File: src/rtl/shift_seq_ctrl.sv
// shift_seq_ctrl: sequences load / rotate / shift commands into an external
// shift register that has no hold command. The result is captured when the
// sequence finishes, and done pulses for one cycle.
module shift_seq_ctrl #(
   parameter int unsigned WIDTH = 8,
   parameter int unsigned CW    = 4
) (
   input  logic             clk,
   input  logic             rst,
   input  logic             start,
   input  logic [1:0]       op,
   input  logic [WIDTH-1:0] init_data,
   input  logic [WIDTH-1:0] ser_data,
   input  logic [CW-1:0]    count,
   input  logic [WIDTH-1:0] sr_data,
   output logic [1:0]       cmd,
   output logic [WIDTH-1:0] par_in,
   output logic             ser_in,
   output logic             busy,
   output logic             done,
   output logic [WIDTH-1:0] result
);

   typedef enum logic [1:0] {
      IDLE   = 2'd0,
      LOAD   = 2'd1,
      SHIFT  = 2'd2,
      FINISH = 2'd3
   } state_t;

   state_t           state_q, state_d;
   logic [1:0]       op_q, op_d;
   logic [WIDTH-1:0] init_q, init_d;
   logic [WIDTH-1:0] ser_q, ser_d;
   logic [CW-1:0]    cnt_q, cnt_d;
   logic [CW-1:0]    k_q, k_d;
   logic             done_q, done_d;
   logic [WIDTH-1:0] result_q, result_d;
   logic             ser_bit;

   // State and captured-operand registers, cleared by asynchronous reset
   always_ff @(posedge clk or posedge rst) begin
      if (rst) begin
         state_q  <= IDLE;
         op_q     <= '0;
         init_q   <= '0;
         ser_q    <= '0;
         cnt_q    <= '0;
         k_q      <= '0;
         done_q   <= 1'b0;
         result_q <= '0;
      end else begin
         state_q  <= state_d;
         op_q     <= op_d;
         init_q   <= init_d;
         ser_q    <= ser_d;
         cnt_q    <= cnt_d;
         k_q      <= k_d;
         done_q   <= done_d;
         result_q <= result_d;
      end
   end

   // Next-state logic: capture on start in IDLE, step through SHIFT, report in FINISH
   always_comb begin
      state_d  = state_q;
      op_d     = op_q;
      init_d   = init_q;
      ser_d    = ser_q;
      cnt_d    = cnt_q;
      k_d      = k_q;
      done_d   = 1'b0;
      result_d = result_q;
      case (state_q)
         IDLE: begin
            if (start) begin
               op_d    = op;
               init_d  = init_data;
               ser_d   = ser_data;
               cnt_d   = count;
               k_d     = '0;
               state_d = LOAD;
            end
         end
         LOAD: begin
            k_d = '0;
            if (cnt_q == '0 || op_q == 2'd0) begin
               state_d = FINISH;
            end else begin
               state_d = SHIFT;
            end
         end
         SHIFT: begin
            if (k_q == cnt_q - CW'(1)) begin
               state_d = FINISH;
            end else begin
               k_d = k_q + CW'(1);
            end
         end
         FINISH: begin
            done_d   = 1'b1;
            result_d = sr_data;
            state_d  = IDLE;
         end
         default: state_d = IDLE;
      endcase
   end

   // Serial bit for step k; steps at or beyond WIDTH feed zeros
   always_comb begin
      ser_bit = 1'b0;
      for (int unsigned i = 0; i < WIDTH; i++) begin
         if (k_q == CW'(i)) begin
            ser_bit = ser_q[i];
         end
      end
   end

   // Shift-register command decode from registered state; IDLE/FINISH reload current contents
   always_comb begin
      cmd    = 2'd0;
      par_in = sr_data;
      ser_in = 1'b0;
      case (state_q)
         LOAD: begin
            par_in = init_q;
         end
         SHIFT: begin
            cmd    = op_q;
            par_in = init_q;
            ser_in = (op_q == 2'd3) ? ser_bit : 1'b0;
         end
         default: ;
      endcase
   end

   assign busy   = (state_q != IDLE);
   assign done   = done_q;
   assign result = result_q;

endmodule

File: config.mk
export PLATFORM = sky130hd
export DESIGN_NAME = shift_seq_ctrl
export DESIGN_NICKNAME = d
export VERILOG_FILES = /design/src/rtl/shift_seq_ctrl.sv
export SDC_FILE = /design/constraint.sdc
export NUM_CORES = 1
export LEC_CHECK = 0
export ABC_CLOCK_PERIOD_IN_PS = 2100
export CORE_MARGIN = 10
export CORE_UTILIZATION = 45
export DETAILED_ROUTE_END_ITERATION = 7
export GPL_TIMING_DRIVEN = 0
export PLACE_DENSITY = 0.8
export SYNTH_ARGS = -nofsm -noshare
export SYNTH_HDL_FRONTEND = slang
export SYNTH_SLANG_ARGS = --single-unit
File: constraint.sdc
create_clock -name clk -period 2.1 [get_ports clk]
set_input_delay 0.21 -clock clk [delete_from_list [all_inputs] [get_ports clk]]
set_output_delay 0.21 -clock clk [all_outputs]
set_load 0.05 [all_outputs]
Word level (Yosys, flattened, before mapping) --
Cells that the tools add are included. W data, S select, Z words.
Word-level totals: register bits 37, output and inout bits 21, word-level logic and storage cells 56
Cells by class: add/sub/neg operators 2, eq/ne operators 15, multiplexer cells 20, reduce and logical (&&, ||, !) cells 11
Operators by type and width (number):
- $eq A4 B3 Y1 const B | 4
- $mux W1 | 12
- $pmux W4 S3 | 1
- $eq A4 B2 Y1 const B | 2
- $logic_not A4 Y1 | 2
- $mux W4 | 2
- $mux W8 | 1
- $pmux W2 S4 | 1
- $eq A2 B2 Y1 const B | 3
- $mux W2 | 3
- $ne A2 B2 Y1 const B | 3
- $add A4 B1 Y4 const B | 1
- $eq A4 B1 Y1 const B | 1
- $eq A4 B4 Y1 | 1
- $logic_not A2 Y1 | 2
- $reduce_and A2 Y1 | 2
- $sub A4 B1 Y4 const B | 1
- $reduce_and A3 Y1 | 1
- $reduce_bool A3 Y1 | 1
- $eq A2 B1 Y1 const B | 1
- $reduce_bool A2 Y1 | 1
- $reduce_or A2 Y1 | 1
- $logic_or A1 B1 Y1 | 1

Longest topological paths before layout --
word-level depth 11, mapped depth 7, depth with buffers taken out 6

Worst setup path before layout --
OpenSTA, ideal clock, no wires.
path type reg-to-output, start register state_q[0], end output port ser_in, data arrival time 2.619 ns, setup slack -0.729 ns, stages on the path, launching flop included 7, buffers on the path 1, path through dfrtp_1 > inv_1 > ha_1 > buf_2 > and2_1 > nand3_1 > a211oi_1
Between the ends: cells in the longest elaborated chain, start to end 2
Ends and longest elaborated chain:
- start: declaration | line 31 | state_t state_q, state_d;
- start signal: assignment | line 53 | state_q <= state_d;
- $eq A2 B2 Y1 | line 124 | case (state_q)
- $mux W1 | line 124
- end: declaration | line 18 | output logic ser_in,
Every way passes these cells.

Worst setup path in the final report --
start register k_q[0], end output port ser_in
Between the ends: cells in the longest elaborated chain, start to end 11, elaborated cells on any way between the ends 18
Ends and longest elaborated chain:
- start: declaration | line 36 | logic [CW-1:0] k_q, k_d;
- start signal: assignment | line 58 | k_q <= k_d;
- $logic_not A4 Y1 | line 113 | if (k_q == CW'(i)) begin
- $mux W1 (7 in a row) | line 113
- $mux W1 * | line 113
- $mux W1 * | line 131 | ser_in = (op_q == 2'd3) ? ser_bit : 1'b0;
- $mux W1 * | line 124
Mark *: on every way between the ends. The rest lies on a longest branch, timed or not.

==> reports/results.ini <==
[die]
die_width_um = 87.1
core.rowCount = 24
initial_core_util_pct = 46.5
core_area_um2 = 4350
floorplan_die_height_um = 87.1
dieArea_um2 = 7580
ioPinCount = 54

[synthesis]
synth_top_area_share_pct = 45.7
yosys.area_share.adder_pct = 5.56
synth-main-ff-cell = dfrtp_1
synth-edff-count = 0
synth_cells = 170
synth_compound_gate_area_share_pct = 9.64
ys_seq_elements = 37
yosys.cell_count.top_type = dfrtp_1
synth.cell_area_um2 = 2020
synth_seq_area_share_pct = 45.7
yosys-top-cells-count = dfrtp_1 (37), mux2_2 (33), inv_1 (14)
netlist-cell-type-count = 36
ys_top_cells_by_area = dfrtp_1 (46%), mux2_2 (18%), ha_1 (5.6%), mux2_1 (2.8%), inv_1 (2.6%)
syn-num-nets = 212
synth_mux_area_share_pct = 21.1
synth_warnings = 0
synth_xor_xnor_area_share_pct = 5.75
synth_simple_gate_area_share_pct = 8.28
synth_top_family_by_area = multiplexers
async_reset_ff_share_pct = 100
syn-mean-instance-area_um2 = 11.9
synth_area_leader_cell = dfrtp_1

[grt]
grt_first_pass_wirelength_um = 7910
grt_pass1_vias = 1676
grt.overflow.total = 0
pin_count_of_the_biggest_net_entering_global_routing = 38
number_of_antenna_violations_at_the_first_check_in_global_routing = 0
grt_usage_pct = 13.0

[finish]
count_of_antenna_diodes_in_the_layout = 0
utilization_pct = 64.4
area_growth_syn_to_layout_pct = 38.4
fill_cells = 357
drive_above_1_share_pct = 35.5
nets = 275

[worst_hold_path]
path_class_of_the_lowest_slack_min_delay_path = in -> async

[clock_tree]
cts_sinks = 37
maximum_count_of_clock_buffers_along_a_single_path = 2
cts_inserted_buffers = 5
cts.root.buffer_cell = clkbuf_8
clkLatencyLatePin_ns = 0.29
cts_hold_buffers = 0
clock_tree_from_tritoncts = built
ctsHtreeMaxLevel = 2
clock_pin_slew_on_the_worst_setup_and_hold_paths_ns = 0.07

[sta]
slew_headroom_pct = 49.1
fin_skew_ns = 0.00549
drv_slew = 0
hold_viol = 0
max_freq_mhz = 483
finalSetupViolations = 0
min_period_ns = 2.07
tightestPinTransition_ns = 0.762
period_share_pct = 98.6

[worst_setup_path]
timing.critical_path.from_type = register
worstSetupStartpoint = k_q[0]
critical_path_peak_fanout = 6
worstRegToRegCells = 6
required_worst_endpoint_ns = 1.89
worst_r2r_startpoint = cnt_q[0]
worstSetupPathType = reg -> out
critPathArrivalTime_ns = 1.86
setup.worst_path.end_class = output port

[place]
routabilityCongestion = 0.803
port-buffer-count = 53
dpl.hpwl_um = 3650

[routing]
drc = 0
first_iter_violations = 173
detailed_route_vias_per_instance = 5.40
routed_wl_um = 4800
drtPass1Iterations = 4
routedWlPerCell_um = 16.8
ant_nets_after_route = 0
via_count = 1545

[run_status]
run_status = finished, final reports clean

[run]
timing.max_cap.violations = 0

==> layout make-up <==
cell class	instances	area, µm²	area share, %
multi-input cells	113	1080	38.6
flip-flops and latches	37	928	33.1
repair buffers	57	523	18.7
clock buffers	7	86.3	3.08
well taps	52	65.1	2.32
inverters	14	52.6	1.87
plain buffers	5	36.3	1.29
clock inverters	1	30.0	1.07
==> cells in the final DEF (no fill, tap or decap), types with 2 or more instances in the layout <==
cell type	synthesis	final
nand2_1	4	4
a211oi_1	4	3
mux2_2	33	33
dfrtp_2	0	2
clkbuf_8	0	6
clkdlybuf4s50_1	0	41
ha_1	9	5
buf_4	0	4
ha_2	0	3
and2_1	3	2
and3_1	2	2
a21oi_2	0	3
xor2_1	2	2
o2bb2ai_1	2	2
clkbuf_1	3	2
o21ai_0	5	3
buf_2	3	10
dfrtp_1	37	35
buf_6	0	3
xnor2_1	4	4
clkdlybuf4s15_2	0	2
inv_1	14	11
nor2_1	5	5
a311oi_1	2	2
a211oi_2	2	2
mux2_1	5	5
o21ai_1	0	2
inv_2	0	3
nor3_1	3	3
nand3_1	8	7
==> sequential cells by signal, indices dropped and copies added (netlist names) <==
name,flops
ser_q,8
k_q,4
init_q,8
result,8
done,1
cnt_q,4
op_q,2
state_q,2
==> stage by stage <==
step	hold WS (ns)	cell area, µm²	setup TNS, ns	setup slack, ns	instances
floorplan	0.342	2040	0	0.105	170
global placement	0.474	2630	-4.19	-0.543	275
detailed placement	0.480	2630	-4.24	-0.555	275
CTS	0.439	2740	-0.0701	-0.0701	282
global route	0.468	2800	-0.0657	-0.0657	286
finish	0.401	2800	0	0.0291	286
==> worst paths after layout <==
check	end	slack [ns]
setup / recovery	ser_in	0.03
min in group clk	init_q[7]	0.49
setup reg to reg	k_q[2]	0.19
hold / removal	ser_q[7]	0.40
max in group asynchronous	k_q[1]	1.18
hold reg to reg	init_q[7]	0.49
==> repair_timing <==
action,in CTS,in global routing
setup buffers,0,4
gates resized for setup,62,16
endpoints found under the setup margin,12,3
pin swaps,1,1
==> layer usage <==
layer / vias to the layer above / global-route usage [%] / share of wire, %
li1: 734 / - / -
met4: 0 / 3.09 / 1.2
met3: 5 / 6.37 / 8.1
met1: 758 / 14.8 / 41
met2: 48 / 21.1 / 49
met5: - / 0 / 0
==> logic make-up (layout without fill, tap and decap cells) <==
family,count (synthesis),after routing
compound gates,27,27
xor+xnor,9,9
fa+ha+maj,9,9
buf+inv,20,84
flops,37,37
mux,38,38
simple gates,30,30
==> worst max-delay path: stages (launching register included) <==
cell and delay (ns):
dfrtp_1 0.39, buf_6 0.14, inv_2 0.07, ha_2 0.25
a21oi_1 0.06, o21ai_1 0.12, a22oi_2 0.10, a211oi_4 0.25
buf_6 0.18
Power is left out: the tool's default activity adds up to more than one toggle a clock period on the data nets, which glitch-free logic cannot reach.
